### src/rtl/shift_pkg.sv
// Shared op encodings and small decode helpers for the barrel shifter pipeline.
package shift_pkg;

    localparam int SHIFT_OP_W = 3;

    typedef enum logic [SHIFT_OP_W-1:0] {
        SHIFT_ROL = 3'b000,
        SHIFT_SLL = 3'b001,
        SHIFT_ROR = 3'b010,
        SHIFT_SRL = 3'b011,
        SHIFT_SRA = 3'b100
    } shift_op_e;

    function automatic logic op_is_left(input logic [SHIFT_OP_W-1:0] op);
        return (op == SHIFT_ROL) || (op == SHIFT_SLL);
    endfunction

    function automatic logic op_is_legal(input logic [SHIFT_OP_W-1:0] op);
        return op <= SHIFT_SRA;
    endfunction

endpackage

### src/rtl/shift_barrel_pipe_if.sv
// Operand/result handshake bundle for shift_barrel_pipe; out_zero/out_cout exist only with SHIFT_FLAGS_EN.
interface shift_barrel_pipe_if
    import shift_pkg::*;
#(
    parameter int WIDTH = 16
);
    localparam int CNT_W = $clog2(WIDTH);

    logic                  in_valid;
    logic                  in_ready;
    logic [WIDTH-1:0]      in_data;
    logic [CNT_W-1:0]      in_cnt;
    logic [SHIFT_OP_W-1:0] in_op;
    logic                  out_valid;
    logic                  out_ready;
    logic [WIDTH-1:0]      out_data;
`ifdef SHIFT_FLAGS_EN
    logic                  out_zero;
    logic                  out_cout;
`endif

    modport master (
        output in_valid, in_data, in_cnt, in_op, out_ready,
        input  in_ready, out_valid, out_data
`ifdef SHIFT_FLAGS_EN
        , input out_zero, out_cout
`endif
    );

    modport slave (
        input  in_valid, in_data, in_cnt, in_op, out_ready,
        output in_ready, out_valid, out_data
`ifdef SHIFT_FLAGS_EN
        , output out_zero, out_cout
`endif
    );

endinterface

### src/rtl/shift_stage_mux.sv
// One combinational rank: shift/rotate by 2^AMT when i_en, pass-through otherwise or for reserved ops.
// i_sign is the fill bit used by SRA.
module shift_stage_mux
    import shift_pkg::*;
#(
    parameter int WIDTH = 16,
    parameter int AMT   = 0
) (
    input  logic [WIDTH-1:0]      i_data,
    input  logic [SHIFT_OP_W-1:0] i_op,
    input  logic                  i_en,
    input  logic                  i_sign,
    output logic [WIDTH-1:0]      o_data
);
    localparam int SH = 1 << AMT;

    always_comb begin
        o_data = i_data;
        if (i_en) begin
            case (i_op)
                SHIFT_ROL: o_data = {i_data[WIDTH-SH-1:0], i_data[WIDTH-1:WIDTH-SH]};
                SHIFT_SLL: o_data = {i_data[WIDTH-SH-1:0], {SH{1'b0}}};
                SHIFT_ROR: o_data = {i_data[SH-1:0], i_data[WIDTH-1:SH]};
                SHIFT_SRL: o_data = {{SH{1'b0}}, i_data[WIDTH-1:SH]};
                SHIFT_SRA: o_data = {{SH{i_sign}}, i_data[WIDTH-1:SH]};
                default:   o_data = i_data;
            endcase
        end
    end

endmodule

### src/rtl/shift_barrel_pipe.sv
// Pipelined barrel shifter, one log2 rank per register stage; SHIFT_FLAGS_EN adds out_zero/out_cout.
// Latency CNT_W-1 cycles after accept; every rank holds while out_valid && !out_ready (in_ready = 0).
module shift_barrel_pipe
    import shift_pkg::*;
#(
    parameter int WIDTH = 16
) (
    input  logic                clk,
    input  logic                rst,
    shift_barrel_pipe_if.slave  bus
);
    localparam int CNT_W = $clog2(WIDTH);

    logic                  w_in_vld  [CNT_W];
    logic [WIDTH-1:0]      w_in_data [CNT_W];
    logic [CNT_W-1:0]      w_in_cnt  [CNT_W];
    logic [SHIFT_OP_W-1:0] w_in_op   [CNT_W];
    logic [WIDTH-1:0]      w_shift   [CNT_W];
    logic                  w_q_vld   [CNT_W];
    logic [WIDTH-1:0]      w_q_data  [CNT_W];
    logic [CNT_W-1:0]      w_q_cnt   [CNT_W];
    logic [SHIFT_OP_W-1:0] w_q_op    [CNT_W];
    logic [CNT_W-1:0]      w_unused_par;
    logic                  w_adv;
`ifdef SHIFT_FLAGS_EN
    logic                  w_in_cout [CNT_W];
    logic                  w_q_cout  [CNT_W];
`endif

    assign w_adv        = !w_q_vld[CNT_W-1] || bus.out_ready;
    assign bus.in_ready = w_adv;

    for (genvar k = 0; k < CNT_W; k++) begin : g_rank
        if (k == 0) begin : g_head
            assign w_in_vld[k]  = bus.in_valid;
            assign w_in_data[k] = bus.in_data;
            assign w_in_cnt[k]  = bus.in_cnt;
            assign w_in_op[k]   = bus.in_op;
`ifdef SHIFT_FLAGS_EN
            assign w_in_cout[k] = 1'b0;
`endif
        end else begin : g_tail
            assign w_in_vld[k]  = w_q_vld[k-1];
            assign w_in_data[k] = w_q_data[k-1];
            assign w_in_cnt[k]  = w_q_cnt[k-1];
            assign w_in_op[k]   = w_q_op[k-1];
`ifdef SHIFT_FLAGS_EN
            assign w_in_cout[k] = w_q_cout[k-1];
`endif
        end

        // For SRA the current MSB always equals the original sign bit, so it serves as the fill.
        shift_stage_mux #(.WIDTH(WIDTH), .AMT(k)) u_mux (
            .i_data (w_in_data[k]),
            .i_op   (w_in_op[k]),
            .i_en   (w_in_cnt[k][k]),
            .i_sign (w_in_data[k][WIDTH-1]),
            .o_data (w_shift[k])
        );

        logic                  r_vld;
        logic [WIDTH-1:0]      r_data;
        logic [CNT_W-1:0]      r_cnt;
        logic [SHIFT_OP_W-1:0] r_op;
`ifdef SHIFT_FLAGS_EN
        // The last active rank decides which bit left the word last; idle ranks carry it forward.
        logic r_cout;
        logic w_cout_nxt;
        assign w_cout_nxt = (w_in_cnt[k][k] && op_is_legal(w_in_op[k]))
                          ? (op_is_left(w_in_op[k]) ? w_in_data[k][WIDTH-(1<<k)]
                                                    : w_in_data[k][(1<<k)-1])
                          : w_in_cout[k];
        assign w_q_cout[k] = r_cout;
`endif

        always_ff @(posedge clk) begin
            if (rst) begin
                r_vld  <= 1'b0;
                r_data <= '0;
                r_cnt  <= '0;
                r_op   <= '0;
`ifdef SHIFT_FLAGS_EN
                r_cout <= 1'b0;
`endif
            end else if (w_adv) begin
                r_vld  <= w_in_vld[k];
                r_data <= w_shift[k];
                r_cnt  <= w_in_cnt[k];
                r_op   <= w_in_op[k];
`ifdef SHIFT_FLAGS_EN
                r_cout <= w_cout_nxt;
`endif
            end
        end

        assign w_q_vld[k]      = r_vld;
        assign w_q_data[k]     = r_data;
        assign w_q_cnt[k]      = r_cnt;
        assign w_q_op[k]       = r_op;
        assign w_unused_par[k] = ^{w_in_cnt[k], w_q_cnt[k], w_q_op[k]};
    end

    assign bus.out_valid = w_q_vld[CNT_W-1];
    assign bus.out_data  = w_q_data[CNT_W-1];

`ifdef SHIFT_FLAGS_EN
    logic r_zero;

    always_ff @(posedge clk) begin
        if (rst) begin
            r_zero <= 1'b0;
        end else if (w_adv) begin
            r_zero <= (w_shift[CNT_W-1] == '0);
        end
    end

    assign bus.out_zero = r_zero;
    assign bus.out_cout = w_q_cout[CNT_W-1];
`endif

endmodule

### src/flat_wrapper.sv
// flat-port wrapper written by rule: the top's interface ports become plain ports
module shift_barrel_pipe_flat import shift_pkg::*;
#(
    parameter int WIDTH = 16
)
  (clk, rst, bus_in_valid, bus_in_data, bus_in_cnt, bus_in_op, bus_out_ready, bus_in_ready, bus_out_valid, bus_out_data);
  shift_barrel_pipe_if #(.WIDTH(WIDTH)) bus_i ();
  input  logic clk;
  input  logic rst;
  input wire logic [$bits(bus_i.in_valid)-1:0] bus_in_valid;
  input wire logic [$bits(bus_i.in_data)-1:0] bus_in_data;
  input wire logic [$bits(bus_i.in_cnt)-1:0] bus_in_cnt;
  input wire logic [$bits(bus_i.in_op)-1:0] bus_in_op;
  input wire logic [$bits(bus_i.out_ready)-1:0] bus_out_ready;
  output wire logic [$bits(bus_i.in_ready)-1:0] bus_in_ready;
  output wire logic [$bits(bus_i.out_valid)-1:0] bus_out_valid;
  output wire logic [$bits(bus_i.out_data)-1:0] bus_out_data;
  assign bus_i.in_valid = bus_in_valid;
  assign bus_i.in_data = bus_in_data;
  assign bus_i.in_cnt = bus_in_cnt;
  assign bus_i.in_op = bus_in_op;
  assign bus_i.out_ready = bus_out_ready;
  assign bus_in_ready = bus_i.in_ready;
  assign bus_out_valid = bus_i.out_valid;
  assign bus_out_data = bus_i.out_data;
  shift_barrel_pipe #(.WIDTH(WIDTH)) u_core (.clk(clk), .rst(rst), .bus(bus_i));
endmodule
### config.mk
export PLATFORM = sky130hd
export DESIGN_NAME = shift_barrel_pipe_flat
export DESIGN_NICKNAME = d
export VERILOG_FILES = /design/src/rtl/shift_pkg.sv /design/src/rtl/shift_barrel_pipe_if.sv /design/src/rtl/shift_stage_mux.sv /design/src/rtl/shift_barrel_pipe.sv /design/src/flat_wrapper.sv
export SDC_FILE = /design/constraint.sdc
export NUM_CORES = 1
export LEC_CHECK = 0
export BUFFER_PORTS_ARGS = -buffer_cell sky130_fd_sc_hd__buf_4
export CORE_ASPECT_RATIO = 0.5
export CORE_MARGIN = 5
export CORE_UTILIZATION = 47
export DETAILED_ROUTE_END_ITERATION = 8
export GPL_ROUTABILITY_DRIVEN = 0
export PLACE_DENSITY = 0.65
export SYNTH_ARGS = -nofsm -noshare
export SYNTH_HDL_FRONTEND = slang
export SYNTH_HIERARCHICAL = 1
export SYNTH_SLANG_ARGS = --single-unit
### constraint.sdc
create_clock -name clk -period 2 [get_ports clk]
set_clock_uncertainty 0.05 [all_clocks]
set_input_delay 0 -clock clk [delete_from_list [all_inputs] [get_ports clk]]
set_output_delay 0 -clock clk [all_outputs]
set_load 0.1 [all_outputs]
==> results by group, run 1 <==
Detailed routing
  • Via count: about 4700
  • Vias per cell: between 5 and 6
  • Drt first-iter violations: 330
  • Routed WL per cell: 16.10 µm
  • DRC: 0
  • DRT antenna net count: 0
  • Routed WL: about 13000 µm
  • Initial DRT Pass Iterations: 5

Die
  • # IOs: between 40 and 50
  • Die area: ~14000 µm²
  • # rows: 27
  • Initial Util: 0.4848
  • Core Region: roughly 11000 µm²
  • Die W: 161.2 µm
  • Die Ht: about 86 µm

Clock network
  • CTS H-tree lvls: 3
  • Clock sinks: 83
  • Max Buffers Root-to-Sink: 2
  • Root buffer cell: clkbuf_16
  • Setup Buffers After CTS: 0
  • Num CTS Buffers: 9
  • Reg clk slew, reported paths: 0.07 ns
  • Worst skew pair latency: 0.34 ns
  • CTS tree: built

STA
  • Final setup vio count: 0
  • Setup TNS Final: 0 ns
  • Final Hold Slack: about 0.0068 ns
  • Clock period minus worst slack: around 1.7 ns
  • Slew Viols, Final: 0
  • Relative slew slack: 0.5026
  • F_max: approximately 580 MHz
  • RSZ-0062 raised after global routing: false
  • Fin crit share: 0.8680
  • Slew @ Worst Pin: roughly 0.75 ns
  • Hold Violations, Final: 0
  • Final setup margin: 0.2640 ns

Layout
  • Antenna cells: 0
  • Area added between synthesis and finish: 12.04%
  • Final std cells w/o fill: approximately 800
  • NumNets Final: around 690
  • Ratio of cells with drive above 1 in the final layout: 0.1486

Setup path
  • Crit Path Class: flip-flop to output pin
  • Most used cell, CP: buf_4
  • Worst setup path startpoint: u_core/bus.out_valid$_SDFFE_PP0P_
  • Crit Path Max Fanout: 72
  • CP bufs+invs: 2
  • Worst-path cell chain: buf_4 -> buf_4
  • Max incr delay on CP: 0.60 ns
  • Worst setup SP type: flip-flop
  • Req. time, crit path: approximately 2.0 ns
  • Max stage delay cell, worst path: buf_4
  • CP endpoint kind: output pin
  • Crit Reg-Reg Startpoint: u_core/g_rank[0].r_op[2]$_SDFFE_PP0P_
  • CP top delay family: buffers and inverters
  • CP arrival: around 1.7 ns

Power and ir drop
  • Max VDD drop: between 300 and 400 µV
  • PD cells: 731.1 nW/µm²
  • Tot Pwr: 0.004400 W
  • P_leak: 2.045 nW

Logic synthesis
  • Yosys reg bits: slightly above 80
  • Ys Warns: 6
  • Cells after Synth: 651
  • Netlist cell types: 46
  • FFs w/ async S/R, synth: 0
  • Synthesized area: 5371 µm²
  • Post-synth EDFFs: 0
  • Syn avg cell area: 8.251 µm²
  • Post-synthesis sequential area ratio: 0.3093
  • Predominant post-synthesis flop cell: dfxtp_1
  • Syn Nets: 678

Place
  • Setup WS pre-CTS: 0.3486 ns
  • Post-Place Cells: roughly 790
  • DP Wirelength: about 8600 µm
  • IO Port Bufs: 44

Min path
  • Hold path startpoint: bus_in_data[11]
  • HP Class: input pin to flip-flop

Global route
  • Initial antenna violation count: 0
  • Vias in the first global route: around 4300
  • Gr usage total: 0.1896
  • Grt ovf: 0
  • Largest net degree at the start of global routing: 97
  • Global-route wire length before repair: about 22000 µm

Run status
  • Status: completed

Flow run
  • Max-Cap Viols: 0
==> routing by layer <==
layer | global-route usage | share of wire | vias up
li1 | - | - | 2392
met1 | 0.2621 | 0.51 | 2207
met2 | 0.2993 | 0.44 | 92
met3 | 0.04417 | 0.038 | 17
met4 | 0.05186 | 0.015 | 0
met5 | 0 | 0 | -
==> timing repair <==
item                                   in CTS  in global routing
resized for setup                           0                  0
endpoints found under the hold margin       7                  0
hold buffers                                7                  0
==> tightest hold or removal path, cell delays in order <==
cell and delay [ns]:
buf_4 0.12, nand2_1 0.05, a31oi_1 0.07, nand2b_1 0.06, o21ai_1 0.05
==> stage by stage <==
step / instance area [µm²] / util
6_report: 6018 / 0.5431
5_1_grt: 6018 / 0.5431
2_1_floorplan: 5373 / -
3_3_place_gp: 5642 / 0.5091
3_5_place_dp: 5642 / 0.5091
4_1_cts: 6018 / 0.5431
==> area by class of cell <==
cell class | instances | area (µm²)
Clock buffer | 9 | 225.2
Clock inverter | 7 | 81.33
Fill cell | 1064 | 5062
Inverter | 14 | 52.55
Multi-Input combinational cell | 485 | 3262
Sequential cell | 83 | 1663
Tap cell | 145 | 181.4
Timing Repair Buffer | 68 | 553.0
==> registers in the layout, indices dropped and copies added (netlist names) <==
register,flops
u_core/g_rank.r_data,48
u_core/bus.out_data,16
u_core/g_rank.r_op,9
u_core/g_rank.r_cnt,6
u_core/g_rank.r_vld,3
u_core/bus.out_valid,1
==> placed cells by master (no fill, tap or decap), types with 2 or more instances in the layout <==
master         synthesis  routed
dfxtp_1               83      82
dlygate4sd3_1          0       7
o21ai_1               65      65
a22oi_1               14      14
nor3b_2                2       2
o21bai_1               2       2
a2bb2oi_2              2       2
mux2i_1               11      11
o21ai_4                2       2
a2bb2oi_1              6       6
nor2_1                25      25
inv_1                 14      14
a221oi_1               4       4
o21ai_0               48      48
buf_12                 0       2
nand4bb_1             71      71
a31oi_1               29      29
nor2b_1                3       3
a21oi_1               37      37
nand2_1               36      36
nand2b_1              87      87
a21oi_2                8       8
buf_4                  8      59
o22ai_1                2       2
clkbuf_16              0       9
nand4_1                8       8
nand3b_1               2       2
a211oi_1               4       4
nor2b_4                2       2
inv_6                  0       4
and2_1                 3       3
==> synth_stat cells, types with 2 or more instances <==
master / number / share of area
nand2b_1: 87 / 0.10
dfxtp_1: 83 / 0.31
nand4bb_1: 71 / 0.15
o21ai_1: 65 / 0.061
o21ai_0: 48 / 0.045
a21oi_1: 37 / 0.034
nand2_1: 36 / 0.025
clkbuf_1: 35 / 0.024
a31oi_1: 29 / 0.034
nor2_1: 25 / 0.017
a22oi_1: 14 / 0.020
inv_1: 14 / 0.0098
buf_2: 12 / 0.011
mux2i_1: 11 / 0.020
buf_6: 10 / 0.021
a21oi_2: 8 / 0.013
buf_4: 8 / 0.011
nand4_1: 8 / 0.0093
a2bb2oi_1: 6 / 0.0098
a211oi_1: 4 / 0.0056
a221oi_1: 4 / 0.0065
and2_1: 3 / 0.0035
nor2b_1: 3 / 0.0035
a2bb2oi_2: 2 / 0.0056
nand3b_1: 2 / 0.0028
nor2b_4: 2 / 0.0051
nor3b_2: 2 / 0.0047
o21ai_4: 2 / 0.0061
o21bai_1: 2 / 0.0028
o22ai_1: 2 / 0.0023
==> worst paths after layout <==
| path | depth (start not counted) | end | slack, ns |
|---|---|---|---|
| worst max-delay path | 2 | bus_out_valid | 0.26 |
| worst min-delay path | 5 | u_core/g_rank[0].r_data[12]$_SDFFE_PP0P_ | 0.007 |
| worst max register to register | 6 | u_core/g_rank[1].r_data[8]$_SDFFE_PP0P_ | 0.30 |
| worst min register to register | 2 | u_core/bus.out_valid$_SDFFE_PP0P_ | 0.39 |
==> report_power, final <==
part,switching (W),internal [W]
Sequential,0.000124,0.00176
Clock,0.000708,0.000987
Combinational,0.000482,0.000338
==> cells by family after synthesis <==
group | after synthesis | synth area share
simple gates | 246 | 0.3322
compound gates | 228 | 0.2546
mux | 11 | 0.02050
buf+inv | 83 | 0.08339
flops | 83 | 0.3093
No activity file was read; power rests on OpenSTA's default activity.
==> run 2: changes to the inputs <==
--- a/config.mk
+++ b/config.mk
@@ -5,6 +5,7 @@
 export SDC_FILE = /design/constraint.sdc
 export NUM_CORES = 1
 export LEC_CHECK = 0
+export ABC_AREA = 1
 export BUFFER_PORTS_ARGS = -buffer_cell sky130_fd_sc_hd__buf_4
 export CORE_ASPECT_RATIO = 0.5
 export CORE_MARGIN = 5
@@ -12,6 +13,7 @@
 export DETAILED_ROUTE_END_ITERATION = 8
 export GPL_ROUTABILITY_DRIVEN = 0
 export PLACE_DENSITY = 0.65
+export REMOVE_ABC_BUFFERS = 1
 export SYNTH_ARGS = -nofsm -noshare
 export SYNTH_HDL_FRONTEND = slang
 export SYNTH_HIERARCHICAL = 1
==> results by group, run 2 <==
STA
  • F_max: 618.6 MHz
  • Slew @ Worst Pin: between 0.5 and 0.6 ns
  • Fin crit share: 0.8083
  • RSZ-0062 raised after global routing: false
  • Slew Viols, Final: 0
  • Relative slew slack: 0.6445
  • Setup TNS Final: 0 ns
  • Final setup margin: ~0.38 ns
  • Hold Violations, Final: 0
  • Final setup vio count: 0
  • Clock period minus worst slack: about 1.6 ns

Layout
  • Area added between synthesis and finish: 11.39%
  • Max reg flops: 48
  • Fin util: 0.5317
  • Most flop-heavy register: u_core/g_rank.r_data
  • Ratio of cells with drive above 1 in the final layout: 0.1025
  • Antenna cells: 0
  • Commonest cells after routing, fill and taps aside: 237 x nand2_1, 213 x nor2_1, 138 x inv_1, 136 x nand3_1, 82 x dfxtp_1
  • NumNets Final: between 1000 and 1500
  • Post-route cell area: ~6200 µm²
  • Commonest non-fill, non-tap cell in the layout: nand2_1

Detailed routing
  • DRT antenna net count: 0
  • DRC: 0
  • Vias per cell: roughly 4.6
  • Drt first-iter violations: around 350
  • Routed WL per cell: between 10 and 15 µm
  • Routed WL: about 12000 µm
  • Initial DRT Pass Iterations: 4
  • Via count: 5311

Setup path
  • Max stage delay cell, worst path: dfxtp_1
  • Crit Path Max Fanout: 29
  • Worst-path cell chain: inv_1 -> nor2_2 -> nor2_2 -> buf_4 -> or2_0 -> nand2_1 -> inv_1 -> nor2_1 -> nor2_1
  • R2r worst-path depth: 9
  • Crit Path Class: flip-flop to flip-flop
  • CP arrival: 1.79 ns
  • Max incr delay on CP: between 0.4 and 0.5 ns
  • Worst setup SP type: flip-flop
  • CP endpoint kind: flip-flop
  • Req. time, crit path: roughly 2.2 ns

Logic synthesis
  • Yosys reg bits: between 80 and 90
  • Post-synth EDFFs: 0
  • Most common cell in the netlist: nand2_1
  • Predominant post-synthesis flop cell: dfxtp_1
  • Post-synth top area share: 0.2966
  • FFs w/ async S/R, synth: 0
  • Top cells by area, synth: dfxtp_1 30%, nand2_1 16%, nor2_1 14%, nand3_1 12%, inv_1 9.2%
  • Yosys top cell by area: dfxtp_1
  • Syn avg cell area: about 5.8 µm²
  • Cells after Synth: 960
  • Ys Warns: 6
  • Post-synth top cells: 237 x nand2_1, 213 x nor2_1, 138 x inv_1, 136 x nand3_1, 83 x dfxtp_1
  • Synthesized area: around 5600 µm²
  • Post-synthesis sequential area ratio: 0.2966
  • Netlist cell types: 26

Clock network
  • Clock sinks: just over 80
  • CTS H-tree lvls: 3
  • Num CTS Buffers: 9
  • Setup Buffers After CTS: 0
  • Reg clk slew, reported paths: ~0.060 ns
  • Max Buffers Root-to-Sink: 2
  • CTS tree: built
  • Root buffer cell: clkbuf_16
  • Worst skew pair latency: approximately 0.33 ns
  • Hold-fix buffers, CTS: 8
  • Post-CTS Resized: 0

Min path
  • HP Class: input pin to flip-flop
  • Worst hold path stage count: 5

Die
  • # rows: 28
  • Die W: about 160 µm
  • Core Region: roughly 12000 µm²
  • # IOs: 45
  • Die Ht: 87.20 µm
  • Die area: 14330 µm²
  • Initial Util: 0.4773

Place
  • Placed Area: between 5000 and 6000 µm²
  • IO Port Bufs: 44
  • DP Wirelength: about 8200 µm
  • Setup WS pre-CTS: roughly 0.42 ns

Global route
  • Global-route wire length before repair: ~22000 µm
  • Vias in the first global route: roughly 4800
  • Gr usage total: 0.1822
  • Initial antenna violation count: 0
  • Largest net degree at the start of global routing: just over 80
  • Grt ovf: 0

Power and ir drop
  • Max VDD drop: roughly 360 µV
  • PD cells: roughly 750 nW/µm²
  • Tot Pwr: roughly 0.0047 W
  • P_leak: a little under 3 nW

Flow run
  • Max-Cap Viols: 0

Run status
  • Status: completed
run 2: worst paths after layout:
kind                                                       startpoint                                        to  slack (ns)
worst max register to register  u_core/g_rank[0].r_op[2]$_SDFFE_PP0P_  u_core/g_rank[1].r_data[11]$_SDFFE_PP0P_        0.38
worst max-delay path            u_core/g_rank[0].r_op[2]$_SDFFE_PP0P_  u_core/g_rank[1].r_data[11]$_SDFFE_PP0P_        0.38
worst min register to register    u_core/g_rank[2].r_vld$_SDFFE_PP0P_         u_core/bus.out_valid$_SDFFE_PP0P_        0.40
worst min-delay path                                   bus_in_data[0]   u_core/g_rank[0].r_data[0]$_SDFFE_PP0P_        0.02
run 2: layout make-up:
cell class,count,area (µm²)
Tap cell,165,206.4
Sequential cell,83,1663
Inverter,144,540.5
Fill cell,1260,5497
Clock inverter,6,66.31
Multi-Input combinational cell,681,3019
Clock buffer,10,229.0
Timing Repair Buffer,61,515.5
run 2: layer usage:
layer / vias to the layer above / share of wire / global-route usage
li1: 2934 / - / -
met3: 11 / 0.035 / 0.03073
met5: - / 0 / 0
met2: 89 / 0.43 / 0.2957
met4: 0 / 0.0085 / 0.05962
met1: 2277 / 0.53 / 0.2488
run 2: through the flow:
step           hold WS [ns]  std cells
5_1_grt             0.05827       1150
4_1_cts             0.02030       1150
2_1_floorplan       0.01907        908
6_report            0.02400       1150
3_5_place_dp         0.1207       1126
3_3_place_gp         0.1180       1126
run 2: cell families after synthesis:
group           after synthesis  synth area share
simple gates                638            0.4932
buf+inv                     196            0.1644
flops                        83            0.2966
compound gates               43           0.04579
run 2: critical path, delay by kind of cell (launching register included):
family	cells	cell delay (ns)
buf+inv	3	0.39
simple gates	6	0.64
flops	1	0.42
run 2: where the power goes:
group          leakage [nW]  switching (W)  internal (W)
clock                 0.135       0.000669      0.000967
sequential            0.685       0.000136       0.00179
combinational          2.09       0.000731      0.000395
total                  2.91        0.00154       0.00315
